## src/rtl/video_pattern_source.sv

```systemverilog
// Video timing generator with selectable test patterns.
// One pixel per clock; pattern changes are applied on frame boundaries.
module video_pattern_source #(
  parameter int H_ACTIVE = 640,
  parameter int H_FP     = 16,
  parameter int H_SYNC   = 96,
  parameter int H_BP     = 48,
  parameter int V_ACTIVE = 480,
  parameter int V_FP     = 10,
  parameter int V_SYNC   = 2,
  parameter int V_BP     = 33,
  parameter bit HS_POL   = 1'b1,
  parameter bit VS_POL   = 1'b1,
  parameter int CHK_LOG2 = 3
) (
  input  logic        i_clk,
  input  logic        i_rst_n,
  input  logic        i_run,
  input  logic [1:0]  i_pattern_sel,
  input  logic [23:0] i_solid_rgb,
  output logic        o_hs,
  output logic        o_vs,
  output logic        o_en,
  output logic [7:0]  o_r,
  output logic [7:0]  o_g,
  output logic [7:0]  o_b,
  output logic        o_frame_start,
  output logic [15:0] o_frame_cnt,
  output logic        o_busy
);

  localparam int H_TOTAL = H_ACTIVE + H_FP + H_SYNC + H_BP;
  localparam int V_TOTAL = V_ACTIVE + V_FP + V_SYNC + V_BP;

  // h also feeds the gray ramp (8 bits) and the checker bit,
  // so it is never narrower than either of those needs.
  localparam int HW0 = $clog2(H_TOTAL);
  localparam int HA  = (CHK_LOG2 + 1 > 8) ? CHK_LOG2 + 1 : 8;
  localparam int HW  = (HW0 > HA) ? HW0 : HA;
  localparam int VW0 = $clog2(V_TOTAL);
  localparam int VW  = (VW0 > CHK_LOG2 + 1) ? VW0 : CHK_LOG2 + 1;

  localparam int BAR_W = H_ACTIVE / 8;
  localparam int BW    = (BAR_W > 1) ? $clog2(BAR_W) : 1;

  localparam logic [HW-1:0] H_LAST = HW'(H_TOTAL - 1);
  localparam logic [HW-1:0] H_ACT  = HW'(H_ACTIVE);
  localparam logic [HW-1:0] HS_BEG = HW'(H_ACTIVE + H_FP);
  localparam logic [HW-1:0] HS_END = HW'(H_ACTIVE + H_FP + H_SYNC);
  localparam logic [VW-1:0] V_LAST = VW'(V_TOTAL - 1);
  localparam logic [VW-1:0] V_ACT  = VW'(V_ACTIVE);
  localparam logic [VW-1:0] VS_BEG = VW'(V_ACTIVE + V_FP);
  localparam logic [VW-1:0] VS_END = VW'(V_ACTIVE + V_FP + V_SYNC);
  localparam logic [BW-1:0] B_LAST = BW'(BAR_W - 1);

  typedef enum logic [1:0] {
    IDLE,
    RUN,
    DRAIN
  } state_t;

  state_t state;
  state_t state_nxt;

  logic [HW-1:0] h;
  logic [VW-1:0] v;
  logic          last_h;
  logic          last_v;
  logic          frame_end;
  logic          load;

  logic [2:0]    bar_idx;
  logic [BW-1:0] bar_pix;

  logic [1:0]    sel_q;
  logic [23:0]   solid_q;

  logic          act;
  logic          hs_on;
  logic          vs_on;
  logic [23:0]   pix;
  logic [23:0]   rgb;

  assign last_h    = (h == H_LAST);
  assign last_v    = (v == V_LAST);
  assign frame_end = (state != IDLE) && last_h && last_v;

  // State register
  always_ff @(posedge i_clk or negedge i_rst_n) begin
    if (!i_rst_n) state <= IDLE;
    else          state <= state_nxt;
  end

  // Next state; load marks the cycle whose edge puts counters at (0,0)
  always_comb begin
    state_nxt = state;
    load      = 1'b0;
    unique case (state)
      IDLE: begin
        if (i_run) begin
          state_nxt = RUN;
          load      = 1'b1;
        end
      end
      RUN: begin
        if (frame_end) begin
          if (i_run) load      = 1'b1;
          else       state_nxt = IDLE;
        end else if (!i_run) begin
          state_nxt = DRAIN;
        end
      end
      DRAIN: begin
        if (frame_end) state_nxt = IDLE;
      end
      default: state_nxt = IDLE;
    endcase
  end

  // Raster counters; held at the origin while idle
  always_ff @(posedge i_clk or negedge i_rst_n) begin
    if (!i_rst_n) begin
      h <= '0;
      v <= '0;
    end else if (state == IDLE) begin
      h <= '0;
      v <= '0;
    end else if (last_h) begin
      h <= '0;
      v <= last_v ? '0 : v + 1'b1;
    end else begin
      h <= h + 1'b1;
    end
  end

  // Bar index tracks h / BAR_W incrementally, saturating at the last bar
  always_ff @(posedge i_clk or negedge i_rst_n) begin
    if (!i_rst_n) begin
      bar_idx <= '0;
      bar_pix <= '0;
    end else if (state == IDLE || last_h) begin
      bar_idx <= '0;
      bar_pix <= '0;
    end else if (bar_pix == B_LAST) begin
      bar_pix <= '0;
      if (bar_idx != 3'd7) bar_idx <= bar_idx + 3'd1;
    end else begin
      bar_pix <= bar_pix + 1'b1;
    end
  end

  // Pattern controls captured only at frame origin to avoid tearing
  always_ff @(posedge i_clk or negedge i_rst_n) begin
    if (!i_rst_n) begin
      sel_q   <= '0;
      solid_q <= '0;
    end else if (load) begin
      sel_q   <= i_pattern_sel;
      solid_q <= i_solid_rgb;
    end
  end

  // Timing windows from the current raster position
  always_comb begin
    act   = (h < H_ACT) && (v < V_ACT);
    hs_on = (h >= HS_BEG) && (h < HS_END);
    vs_on = (v >= VS_BEG) && (v < VS_END);
  end

  // Pixel colour for the current position
  always_comb begin
    pix = 24'h000000;
    unique case (sel_q)
      2'd0: begin
        unique case (bar_idx)
          3'd0: pix = 24'hFFFFFF;
          3'd1: pix = 24'hFFFF00;
          3'd2: pix = 24'h00FFFF;
          3'd3: pix = 24'h00FF00;
          3'd4: pix = 24'hFF00FF;
          3'd5: pix = 24'hFF0000;
          3'd6: pix = 24'h0000FF;
          3'd7: pix = 24'h000000;
          default: pix = 24'h000000;
        endcase
      end
      2'd1: pix = {3{h[7:0]}};
      2'd2: pix = (h[CHK_LOG2] ^ v[CHK_LOG2]) ? 24'hFFFFFF : 24'h000000;
      2'd3: pix = solid_q;
      default: pix = 24'h000000;
    endcase
  end

  // Registered pin stage, one clock behind the counters
  always_ff @(posedge i_clk or negedge i_rst_n) begin
    if (!i_rst_n) begin
      o_hs          <= ~HS_POL;
      o_vs          <= ~VS_POL;
      o_en          <= 1'b0;
      rgb           <= '0;
      o_frame_start <= 1'b0;
    end else if (state == IDLE) begin
      o_hs          <= ~HS_POL;
      o_vs          <= ~VS_POL;
      o_en          <= 1'b0;
      rgb           <= '0;
      o_frame_start <= 1'b0;
    end else begin
      o_hs          <= hs_on ? HS_POL : ~HS_POL;
      o_vs          <= vs_on ? VS_POL : ~VS_POL;
      o_en          <= act;
      rgb           <= act ? pix : 24'h000000;
      o_frame_start <= (h == '0) && (v == '0);
    end
  end

  // Completed-frame counter, wraps naturally
  always_ff @(posedge i_clk or negedge i_rst_n) begin
    if (!i_rst_n)       o_frame_cnt <= '0;
    else if (frame_end) o_frame_cnt <= o_frame_cnt + 16'd1;
  end

  // Busy follows the state register
  always_ff @(posedge i_clk or negedge i_rst_n) begin
    if (!i_rst_n) o_busy <= 1'b0;
    else          o_busy <= (state_nxt != IDLE);
  end

  assign o_r = rgb[23:16];
  assign o_g = rgb[15:8];
  assign o_b = rgb[7:0];

endmodule

```

## config.mk

```make
export PLATFORM = sky130hd
export DESIGN_NAME = video_pattern_source
export DESIGN_NICKNAME = d
export VERILOG_FILES = /design/src/rtl/video_pattern_source.sv
export SDC_FILE = /design/constraint.sdc
export NUM_CORES = 1
export LEC_CHECK = 0
export BUFFER_PORTS_ARGS = -buffer_cell sky130_fd_sc_hd__buf_2
export CORE_AREA = 4 4 116 118
export CTS_CLUSTER_DIAMETER = 30
export DETAILED_ROUTE_END_ITERATION = 8
export DIE_AREA = 0 0 120 122
export GPL_TIMING_DRIVEN = 0
export PLACE_DENSITY = 0.67
export SYNTH_ARGS = -nofsm -noshare
export SYNTH_HDL_FRONTEND = slang
export SYNTH_SLANG_ARGS = --single-unit
```

## constraint.sdc

```tcl
create_clock -name i_clk -period 2.5 [get_ports i_clk]
set_input_delay 0.25 -clock i_clk [delete_from_list [all_inputs] [get_ports i_clk]]
set_output_delay 0.25 -clock i_clk [all_outputs]
set_load 0.02 [all_outputs]
```

# --- Word-level counts from Yosys, hierarchy flattened ---
# Memory sizes are Yosys's and may differ from the RTL's.
# Index checks and enable logic that the tools add are counted.
totals:
  ff_bits: 103
  mem_bits_ro: 192
  input_bits: 29
  output_inout_bits: 45
  elab_cells: 82
  mem_count: 1
classes:
  add_sub_neg: 5
  magnitude_cmp: 6
  n_eq_ne: 9
  muxes: 29
  bitwise_logic: 1
  n_reduce_logical: 17
mem_list:
  columns: ["memory", "depth", "width", "rd", "rd_clocked_by_memory_dff", "wr", "line", "text"]
  rows:
  - ["(name not given)", 8, 24, 1, 0, 0, "175", "unique case (bar_idx)"]
op_table:
  columns: ["cell", "count"]
  rows:
  - ["one-hot mux 24 bit (4 select lines)", 1]
  - ["two-way mux 24 bit", 3]
  - ["two-way mux 10 bit", 5]
  - ["adder 10 x 1 -> 10 bit, second input constant", 2]
  - ["equality test 10 bit, second input constant", 2]
  - ["zero test 10 bit", 2]
  - ["< comparator 10 bit, second input constant", 2]
  - ["< comparator 10 x 9 -> 1 bit, second input constant", 2]
  - ["adder 16 x 1 -> 16 bit, second input constant", 1]
  - ["two-way mux 7 bit", 2]
  - ["greater-or-equal comparator 10 bit, second input constant", 1]
  - ["greater-or-equal comparator 10 x 9 -> 1 bit, second input constant", 1]
  - ["two-way mux 2 bit", 5]
  - ["nonzero test 2 bit", 5]
  - ["two-way mux 3 bit", 3]
  - ["two-way mux 1 bit", 8]
  - ["adder 7 x 1 -> 7 bit, second input constant", 1]
  - ["equality test 7 bit, second input constant", 1]
  - ["equality test 2 bit, second input constant", 3]
  - ["logical AND 1 bit", 6]
  - ["one-hot mux 2 bit (3 select lines)", 1]
  - ["equality test 2 x 1 -> 1 bit, second input constant", 2]
  - ["zero test 2 bit", 2]
  - ["adder 3 x 1 -> 3 bit, second input constant", 1]
  - ["5 further kinds", 5]

# --- Logic depth before layout (Yosys ltp) ---
# Gate-level depths: netlist of run 1.
depth:
  depth_word: 6
  ltp_mapped: 9
  mapped_depth_nobuf: 6

# --- Worst setup path before layout of run 1 ---
# No wires, ideal clock.
synth_path:
  kind: "register to register"
  startpoint: "register h[0]"
  endpoint: "register sel_q[0]"
  setup_time_ns: 0.125
  arrival_ns: 1.906
  path_slack_ns: 0.469
  path_stages_with_launch: 10
  period_less_slack_ns: 2.031
  cell_sequence: "dfrtp_1 ha_1 and3_1 buf_2 nand2_1 o21a_1 nand2b_4 buf_6 buf_6 mux2_4"
synth_between:
  elab_chain_cells: 5
synth_rtl:
  columns: ["item", "line", "text"]
  rows:
  - ["from (decl)", "65", "logic [HW-1:0] h;"]
  - ["from (signal assigned)", "132", "h <= h + 1'b1;"]
  - ["equality test 10 bit", "84", "assign last_h = (h == H_LAST);"]
  - ["logical AND 1 bit (2 in series)", "86", "assign frame_end = (state != IDLE) && last_h && last_v;"]
  - ["two-way mux 1 bit", "106", "if (frame_end) begin"]
  - ["one-hot mux 1 bit (2 select lines)", "98", "unique case (state)"]
  - ["to (signal assigned)", "158", "sel_q <= i_pattern_sel;"]
  - ["to (decl)", "75", "logic [1:0] sel_q;"]
# No other way between the ends.
# A chain may end at the register's enable or synchronous reset.

# --- Worst setup path in the final report of run 1 ---
layout_path:
  startpoint: "register h[0]"
  endpoint: "register solid_q[8]"
layout_between:
  elab_chain_cells: 5
layout_rtl:
  columns: ["item", "line", "text"]
  rows:
  - ["equality test 10 bit", "84", null]
  - ["logical AND 1 bit (2 in series)", "86", null]
  - ["two-way mux 1 bit", "106", null]
  - ["one-hot mux 1 bit (2 select lines)", "98", null]
  - ["to (signal assigned)", "159", "solid_q <= i_solid_rgb;"]
  - ["to (decl)", "76", "logic [23:0] solid_q;"]
# No other way between the ends.

==> results of run 1 <==
-- stage by stage --
step           setup slack [ns]  hold WS [ns]  instances
4_1_cts                   0.251         0.121        669
3_5_place_dp              0.280         0.334        652
5_1_grt                   0.110         0.124        669
3_3_place_gp              0.106         0.437        651
6_report                  0.261         0.126        669
2_1_floorplan             0.469       -0.0456        406
-- layer usage --
layer,routed length (microns),up-vias,track usage [%]
met4,178,0,5.44
met5,0,-,0
met1,4440,1613,17.5
met3,360,13,3.02
met2,4640,57,21.8
li1,-,1576,-
-- logic make-up (layout without fill, tap and decap cells) --
group / Yosys count / count (layout) / share of synthesized area, %
and+or+nand+nor: 151 / 151 / 17.6
AOI/OAI and AO/OA: 62 / 62 / 7.44
DFF: 103 / 103 / 56.0
adders and majority gates: 8 / 8 / 2.17
xor gates and xnor gates: 30 / 30 / 5.71
buffers and inverters: 25 / 116 / 2.88
muxes: 27 / 27 / 8.23
-- timing repair --
action / CTS / global route
setup buffers: 0 / 0
gates resized for setup: 0 / 0
hold buffers: 1 / 0
endpoints found under the hold margin: 51 / 0
-- path summary, 6_finish.rpt --
| path | end | cells past startpoint |
|---|---|---|
| min in group asynchronous | solid_q[11]$_DFFE_PN0P_ | 2 |
| worst min register to register | o_frame_cnt[15]$_DFFE_PN0P_ | 1 |
| worst max register to register | solid_q[8]$_DFFE_PN0P_ | 9 |
| worst min-delay path | solid_q[9]$_DFFE_PN0P_ | 2 |
| worst max-delay path | solid_q[8]$_DFFE_PN0P_ | 9 |
| max in group asynchronous | o_frame_cnt[14]$_DFFE_PN0P_ | 3 |
-- worst max-delay path: cells and delay by family, from the launching register on --
kind / cells / cell delay [ns]
simple gates: 3 / 0.47
buf+inv: 3 / 0.47
flops: 1 / 0.44
compound gates: 1 / 0.18
fa+ha+maj: 1 / 0.25
mux: 1 / 0.32
-- cell usage after synthesis (8+ instances only) --
cell     count  area share (%)
xor2_1       9             1.7
o21ai_0     11             1.2
and3_1      13             1.8
a21oi_1     38             4.1
nor2_1      33             2.7
mux2_4      20             6.5
xnor2_1     21             4.0
dfrtp_1    103              56
inv_1        8            0.65
ha_1         8             2.2
nand3_1     23             2.5
nand2_1     38             3.1
nand4_1      9             1.2
-- area by class of cell --
type	count	area, sq um	share of cell area (%)
inverters	8	30.0	0.545
clock inverters	5	42.5	0.772
multi-input cells	278	1900	34.4
clock buffers	11	243	4.40
flip-flops and latches	103	2580	46.8
repair buffers	75	405	7.36
plain buffers	17	103	1.86
well taps	172	215	3.90
-- flip-flops by register name (all words and copies together) (netlist names) --
| signal | flops |
|---|---|
| o_vs | 1 |
| solid_q | 24 |
| sel_q | 2 |
| bar_idx | 3 |
| state | 2 |
| o_frame_start | 1 |
| o_frame_cnt | 16 |
| h | 10 |
| bar_pix | 7 |
| v | 10 |
| rgb | 24 |
| o_busy | 1 |
| o_en | 1 |
| o_hs | 1 |
-- power breakdown --
group          internal (uW)  switching [uW]
registers               2100             236
clock network            712             633
logic                    720            1010
total                   3530            1880
==> out/metrics.yaml, run 1 <==
outcome:
  outcome: "complete, no violations"
grt:
  grt_usage_pct: 13.4
  grt_pass1_vias: 3178
  grt_pass1_wl_microns: 15700
  grt_max_degree: 53
  antenna_found_initial: 0
  overflow: 0
pwr:
  p_leak_uw: 0.00271
  p_per_area_nw_per_um2: 981
  power.total_uw: 5410
  vdd_drop_max_uv: 380
detailed_routing:
  drtAntennaViolNets: 0
  vias: 3259
  drt-initial-drc-count: 195
  first_pass_iters: 4
  routed_via_density: 4.87
  drc_errors: 0
  wl_microns: 9620
  routedWlPerCell_microns: 14.4
worst_setup_path:
  cp-end-kind: "flop"
  cp_common_cell: "buf_6"
  rrSetupSlack_ns: 0.26
  crit_type: "reg -> reg"
  cp_max_fo: 10
  critPathLaunch: "h[0]$_DFF_PN0_"
  cp_data_arrival_time_ns: 2.47
  critPathMaxStageDelay_ns: 0.44
  crit_slowest_cell: "dfrtp_1"
  r2r-start: "h[0]$_DFF_PN0_"
  cp.required_ns: 2.73
  worstPathCellList: "ha_1, and3_1, buf_2, nand2_1, o21a_1, nand2b_4, buf_6, buf_6, mux2_4"
  cp-start-kind: "flop"
min_path:
  hp-start: "i_solid_rgb[9]"
  hold_path_class: "in -> reg"
clock_tree:
  cts_root_buffer: "clkbuf_16"
  path_clk_slew_ns: 0.07
  cts.sinks: 103
  insertion_delay_ns: 0.35
  tritoncts: "done"
  cts.path.max_buffers: 2
  cts_buffers: 9
  cts_max_level: 3
finish:
  syn_to_final_growth_pct: 19.7
  layout_common_cells: "dfrtp_1, buf_2, nand2_1, a21oi_1, nor2_1"
  insertedDiodeCount: 0
  fin_area_sq_um: 5510
  final_layout_size_suffix_gt1_share_pct: 27.2
  fin_util_pct: 44.2
  nFillCells: 1159
  fin_nets: 529
  final_common_cell: "dfrtp_1"
sta:
  clock_skew_ns: 0.00931
  worst_pin_slew_ns: 0.680
  period_minus_slack_ns: 2.24
  period_share_pct: 89.6
  setup_viol: 0
  setup-tns-final_ns: 0
  drv_slew: 0
  finalHoldViolCount: 0
  max_freq_mhz: 447
  rsz0062_at_grt: "no"
  slew_headroom_pct: 54.7
die:
  die_w_microns: 120
  die_area_sq_um: 14600
  core-area_sq_um: 12500
  pin_count: 74
  num_rows: 41
  die_y_microns: 122
  start_util_pct: 36.9
logic_synthesis:
  synth.avg_cell_area_sq_um: 11.3
  synth_area_sq_um: 4610
  yosysWarnings: 0
  async_flop_share_pct: 100
  syn-num-nets: 443
  ys_ff_latch: 103
  ys_types: 42
  synth_edf_count: 0
  yosysSeqAreaShare_pct: 56.0
  synthFlopType: "dfrtp_1"
  syn_inst: 406
placed_design:
  place.port_buffers: 73
  postPlaceCellArea_sq_um: 5220
  dp_hpwl_microns: 6870
  gp_congestion: 0.789
run:
  max_cap_violations: 0
Power figures use the tool's default switching activity.
==> run 2: changes to the inputs <==
- REMOVE_ABC_BUFFERS: not set -> 1
==> run 2 against run 1 <==
Core utilization down 0.75 points; clock power about the same; first-iteration DRC count shrank 15%; critical path type unchanged; largest cell class unchanged; highest routed layer unchanged.
==> out/metrics.yaml, run 2 (synthesis gave the netlist of run 1 again) <==
outcome:
  outcome: "complete, no violations"
sta:
  finalHoldViolCount: 0  # unchanged
  period_share_pct: 90.5  # +0.97 points
  max_freq_mhz: 442  # -1.1%
  setup_viol: 0  # unchanged
  worst_pin_slew_ns: 0.923  # +0.243 ns
  period_minus_slack_ns: 2.26  # +0.0243 ns
  drv_slew: 0  # unchanged
  clock_skew_ns: 0.0128  # +0.00346 ns
  rsz0062_at_grt: "no"
  setup-tns-final_ns: 0  # unchanged
  slew_headroom_pct: 38.5  # -16 points
clock_tree:
  cts.path.max_buffers: 2  # unchanged
  cts.sinks: 103  # unchanged
  cts_max_level: 3  # unchanged
  path_clk_slew_ns: 0.07  # about the same
  cts_root_buffer: "clkbuf_16"
  tritoncts: "done"
  insertion_delay_ns: 0.34  # about the same
  cts_buffers: 9  # unchanged
  cts_setup_buffers: 0  # unchanged
placed_design:
  dp_hpwl_microns: 6640  # -3.3%
  place.port_buffers: 73  # unchanged
  gp_congestion: 0.797  # +1.0%
  postPlaceCellArea_sq_um: 5110  # -2.0%
worst_setup_path:
  cp-end-kind: "flop"
  timing.rr.end: "solid_q[2]$_DFFE_PN0P_"
  rrSetupSlack_ns: 0.24  # -0.02 ns
  cp_max_fo: 26  # +16
  crit_type: "reg -> reg"
  reg2regPathDepth: 6  # -3
  r2r-start: "h[0]$_DFF_PN0_"
  cp.required_ns: 2.73  # about the same
  crit_slowest_cell: "dfrtp_1"
  cp-start-kind: "flop"
  critPathMaxStageDelay_ns: 0.43  # about the same
  critPathLaunch: "h[0]$_DFF_PN0_"
  cp_data_arrival_time_ns: 2.50  # +0.03 ns
  worstPathCellList: "ha_1, and3_1, nand2_1, o21a_1, nand2b_4, mux2_2"
pwr:
  vdd_drop_max_uv: 396  # +4.1%
  netSwitchingPower_uw: 1850  # -1.4%
  power_frac_clock_pct: 25.6  # +0.7 points
  swShare_pct: 34.6  # -0.098 points
  p_per_area_nw_per_um2: 987  # +0.59%
  p_comb_share_pct: 30.8  # -1.1 points
  pwr-share-seq_pct: 43.6  # +0.4 points
  power.internal_uw: 3500  # -0.98%
  p_leak_uw: 0.00265  # -2.1%
die:
  pin_count: 74  # unchanged
  num_rows: 41  # unchanged
  core-area_sq_um: 12500  # unchanged
  die_area_sq_um: 14600  # unchanged
  die_w_microns: 120  # unchanged
  die_y_microns: 122  # unchanged
  start_util_pct: 36.9  # unchanged
grt:
  antenna_found_initial: 0  # unchanged
  overflow: 0  # unchanged
  grt_max_degree: 65  # +23%
  grt_pass1_wl_microns: 15700  # -0.31%
  grt_pass1_vias: 3241  # +2.0%
  grt_usage_pct: 13.3  # -0.17 points
detailed_routing:
  drc_errors: 0  # unchanged
  drtAntennaViolNets: 0  # unchanged
  routedWlPerCell_microns: 14.4  # +0.44%
  routed_via_density: 4.93  # +1.2%
  first_pass_iters: 4  # unchanged
  drt-initial-drc-count: 165  # -15%
  wl_microns: 9420  # -2.1%
  vias: 3214  # -1.4%
finish:
  nFillCells: 1178  # +1.6%
  syn_to_final_growth_pct: 17.6
  layout_common_cells: "dfrtp_1, buf_2, nand2_1, a21oi_1, nor2_1"
  fin_area_sq_um: 5420  # -1.7%
  insertedDiodeCount: 0  # unchanged
  multi_input_area_sq_um: 1900  # +0.13%
  seqCellArea_sq_um: 2580  # unchanged
  final_layout_size_suffix_gt1_share_pct: 26.3  # -0.91 points
  final_common_cell: "dfrtp_1"
  fin_nets: 512  # -3.2%
  largest_registers: "rgb (24), solid_q (24), o_frame_cnt (16)"
min_path:
  hp-start: "i_solid_rgb[3]"
  min_to: "solid_q[3]$_DFFE_PN0P_"
  hold_path_depth: 2  # unchanged
  hold_path_class: "in -> reg"
run:
  max_cap_violations: 0  # unchanged
==> run 2: per-layer routing <==
layer	wire (microns)	global-route usage [%]	part of all wire [%]	vias to the layer above
met5	0	0	0	-
met4	111	4.01	1.2	0
met3	366	3.20	3.9	14
met2	4590	22.0	49	65
met1	4350	17.3	46	1587
li1	-	-	-	1548
==> run 2: how the worst max path moves through the flow <==
stage	to	slack (ns)	depth (start not counted)
4_1_cts	v[9]$_DFFE_PN0N_	0.1	6
5_1_grt	o_frame_cnt[13]$_DFFE_PN0P_	0.11	6
2_1_floorplan	solid_q[0]$_DFFE_PN0P_	0.49	6
3_3_place_gp	solid_q[2]$_DFFE_PN0P_	0.11	1
6_report	solid_q[2]$_DFFE_PN0P_	0.24	6
3_5_place_dp	v[9]$_DFFE_PN0N_	0.1	6
==> run 2: final cells by class <==
| type | instances | area share (%) |
|---|---|---|
| well taps | 172 | 3.97 |
| flip-flops and latches | 103 | 47.6 |
| clock buffers | 10 | 4.41 |
| inverters | 8 | 0.554 |
| clock inverters | 6 | 0.970 |
| multi-input cells | 278 | 35.0 |
| repair buffers | 75 | 7.48 |
==> run 2: stage by stage <==
| stage | total power, uW | hold WS [ns] | setup slack [ns] | std cells | utilization (%) |
|---|---|---|---|---|---|
| finish | 5350 | 0.131 | 0.236 | 652 | 43.5 |
| global route | 5670 | 0.126 | 0.111 | 652 | 43.5 |
| CTS | 5410 | 0.124 | 0.0975 | 652 | 43.4 |
| detailed placement | 4020 | 0.269 | 0.0967 | 635 | 41.0 |
| global placement | 3970 | 0.440 | 0.111 | 634 | 40.8 |
| floorplan | 3470 | -0.0456 | 0.490 | 389 | - |
==> run 2: critical path, delay by kind of cell, from the launching register on <==
| family | cells | cell delay (ns) |
|---|---|---|
| AOI/OAI and AO/OA | 1 | 0.17 |
| adders and majority gates | 1 | 0.24 |
| DFF | 1 | 0.43 |
| muxes | 1 | 0.39 |
| and+or+nand+nor | 3 | 0.88 |
==> run 2: timing repair <==
| item | 4_1_cts | 5_1_grt |
|---|---|---|
| hold buffers | 1 | 0 |
| resized for setup | 0 | 1 |
| endpoints found under the hold margin | 39 | 0 |
| setup endpoints to repair | 0 | 4 |
==> run 2: power by group through the flow <==
| stage | Sequential [uW] | Combinational [uW] | Clock (uW) |
|---|---|---|---|
| 2_1_floorplan | 2500 | 970 | 0 |
| 3_3_place_gp | 2360 | 1610 | 0 |
| 3_5_place_dp | 2370 | 1660 | 0 |
| 4_1_cts | 2340 | 1670 | 1400 |
| 5_1_grt | 2380 | 1820 | 1460 |
| 6_report | 2330 | 1650 | 1370 |
==> run 3: changes to the inputs <==
- ABC_AREA: not set -> 1
- CORE_AREA: 4 4 116 118 -> 4 4 117 119
- DIE_AREA: 0 0 120 122 -> 0 0 121 123
- SETUP_SLACK_MARGIN: not set -> 0.15
==> run 3 against run 2 <==
Sequential share of layout area fell by 1.2 points; final area increased by 2.5%; routed wire length is 15% higher; flip-flop and latch count is the same; clock power decreased by 4%; combinational power hardly changed; global-route usage grew 1.9 points; setup slack better by 0.18 ns; clock skew fell by 0.0030 ns; largest power group unchanged; highest routed layer unchanged.
==> out/metrics.yaml, run 3 <==
sta:
  setup-tns-final_ns: 0  # unchanged
  setup_viol: 0  # unchanged
  clock_skew_ns: 0.00975  # -0.00301 ns
  period_minus_slack_ns: 2.08  # -0.185 ns
  rsz0062_at_grt: "no"
  worst_slack_ns: 0.421  # +0.185 ns
  period_share_pct: 83.2  # -7.4 points
  drv_slew: 0  # unchanged
  worst_pin_slew_ns: 0.736  # -0.186 ns
  slew_headroom_pct: 50.9  # +12 points
  finalHoldViolCount: 0  # unchanged
  max_freq_mhz: 481  # +8.9%
detailed_routing:
  first_pass_iters: 5  # +1
  routedWlPerCell_microns: 13.5  # -6.4%
  wl_microns: 10900  # +15%
  drc_errors: 0  # unchanged
  vias: 3923  # +22%
  drtAntennaViolNets: 0  # unchanged
  drt-initial-drc-count: 432  # +160%
  routed_via_density: 4.89  # -0.89%
pwr:
  power.total_uw: 5290  # -1.0%
  p_per_area_nw_per_um2: 953  # -3.5%
  vdd_drop_max_uv: 365  # -8.0%
  p_leak_uw: 0.00281  # +5.8%
worst_setup_path:
  cp_max_fo: 16  # -38%
  crit_slowest_cell: "dfrtp_1"
  cp-end-kind: "flop"
  crit_type: "reg -> reg"
  critPathMaxStageDelay_ns: 0.42  # about the same
  cp-start-kind: "flop"
  cp_data_arrival_time_ns: 2.35  # -0.15 ns
  cp_common_cell: "nand2_1"
  worstPathCellList: "ha_1, nand3_1, nor2_2, nand2_1, nand2_1, inv_2, nand2_1, nor3b_1"
  rrSetupSlack_ns: 0.42  # +0.18 ns
  cp.required_ns: 2.77  # +0.04 ns
logic_synthesis:
  async_flop_share_pct: 100  # unchanged
  yosysWarnings: 0  # unchanged
  synth_area_sq_um: 4690  # +1.9%
  synth_compound_area_share_pct: 7.31  # -0.14 points
  yosysSeqAreaShare_pct: 54.9  # -1.0 points
  yosys.area.top_type_share_pct: 54.9  # -1.0 points
  synth_edf_count: 0  # unchanged
  synth.avg_cell_area_sq_um: 8.56  # -25%
  syn_inst: 548  # +35%
  synth_top_family_by_area: "simple AND/OR/NAND/NOR gates"
  ys_ff_latch: 103  # unchanged
  synth_top_cells_by_area: "dfrtp_1, nand2_1, nor2_1"
  synth_adder_area_share_pct: 2.13  # -0.040 points
  synth_xor_area_share_pct: 3.92  # -1.8 points
  yosys.area_share.simple_pct: 26.3  # +8.7 points
  ys_types: 28  # -33%
  synth_mux_area_share_pct: 0  # -8.2 points
  synth_most_common_cell: "nand2_1"
  synthFlopType: "dfrtp_1"
  synth_largest_area_cell: "dfrtp_1"
  synth_common_cells: "nand2_1, dfrtp_1, nor2_1"
clock_tree:
  cts.path.max_buffers: 2  # unchanged
  cts_root_buffer: "clkbuf_16"
  cts_buffers: 9  # unchanged
  path_clk_slew_ns: 0.07  # about the same
  cts_max_level: 3  # unchanged
  insertion_delay_ns: 0.35  # about the same
  cts.sinks: 103  # unchanged
  tritoncts: "done"
grt:
  grt_usage_pct: 15.2  # +1.9 points
  met1_usage_pct: 19.4  # +2.1 points
  grt_pass1_vias: 3753  # +16%
  grtUsageMet3_pct: 3.52  # +0.32 points
  overflow: 0  # unchanged
  grtUsageMet2_pct: 25.0  # +3.1 points
  antenna_found_initial: 0  # unchanged
  grt_max_degree: 71  # +9.2%
  grt_busiest_layer: "met2"
  grt_pass1_wl_microns: 18000  # +15%
finish:
  fin_util_pct: 44.2  # +0.74 points
  final_layout_size_suffix_gt1_share_pct: 17.0  # -9.3 points
  insertedDiodeCount: 0  # unchanged
  fin_nets: 663  # +29%
  stdcell_count: 803  # +23%
  layout_common_cells: "nand2_1, dfrtp_1, buf_2"
  syn_to_final_growth_pct: 18.4
  final_common_cell: "nand2_1"
  largest_registers: "rgb (24), solid_q (24), o_frame_cnt (16)"
die:
  num_rows: 41  # unchanged
  pin_count: 74  # unchanged
  start_util_pct: 37.3  # +0.39 points
  die_area_sq_um: 14900  # +1.7%
  core-area_sq_um: 12600  # +0.82%
  die_w_microns: 121  # +0.83%
  die_y_microns: 123  # +0.82%
min_path:
  hold_path_class: "in -> reg"
outcome:
  outcome: "complete, no violations"
run:
  max_cap_violations: 0  # unchanged
placed_design:
  place.port_buffers: 73  # unchanged
  gp_congestion: 0.865  # +8.5%
  dpl.cell_count: 783  # +23%
  dp_hpwl_microns: 7460  # +12%
  place_ws_ns: 0.126  # +0.0294 ns
-- run 3: worst paths after layout --
path,start,to,cells past startpoint
setup / recovery,h[0]$_DFF_PN0_,bar_pix[3]$_DFF_PN0_,8
hold / removal,i_pattern_sel[1],sel_q[1]$_DFFE_PN0P_,3
setup reg to reg,h[0]$_DFF_PN0_,bar_pix[3]$_DFF_PN0_,8
hold reg to reg,bar_pix[0]$_DFF_PN0_,bar_pix[0]$_DFF_PN0_,1
max in group asynchronous,i_rst_n,h[8]$_DFF_PN0_,3
min in group asynchronous,i_rst_n,rgb[17]$_DFF_PN0_,2
-- run 3: repair_timing --
action	CTS	global route
resized for setup	0	2
hold buffers	1	0
pin swaps	1	1
hold endpoints to repair	33	0
setup endpoints to repair	26	38
setup buffers	0	2
cloned	1	0
-- run 3: final cells by class --
cell class                 instances  area, sq um
fill                            1223         7010
sequential                       103         2580
multi-input combinational        386         1880
timing repair buffer              77          420
clock buffer                       9          225
tap                              172          215
inverter                          49          184
clock inverter                     7         56.3
-- run 3: per-layer routing --
layer / share of wire [%] / vias to the layer above
li1: - / 1930
met1: 45 / 1869
met2: 48 / 113
met3: 6.0 / 11
met4: 1.4 / 0
met5: 0 / -
-- run 3: critical path: cells and delay by family, from the launching register on --
kind	cells	cell delay [ns]
fa+ha+maj	1	0.24
flops	1	0.42
buf+inv	1	0.32
simple gates	6	1.01
-- run 3: logic make-up after synthesis --
kind of cell	Yosys count
compound gates	64
buf+inv	60
fa+ha+maj	8
simple gates	292
xor+xnor	21
flops	103
-- run 3: power breakdown --
group          leakage (uW)  internal (uW)  switching, uW  total [uW]
clock              0.000125            683            639        1320
sequential          0.00136           2100            211        2310
combinational       0.00133            499           1160        1660
total               0.00281           3290           2010        5290
-- run 3: stage by stage --
step | area [sq um] | hold slack (ns)
6_report | 5560 | 0.119
5_1_grt | 5560 | 0.124
3_5_place_dp | 5240 | 0.229
2_1_floorplan | 4620 | -0.0456
3_3_place_gp | 5200 | 0.444
4_1_cts | 5540 | 0.110
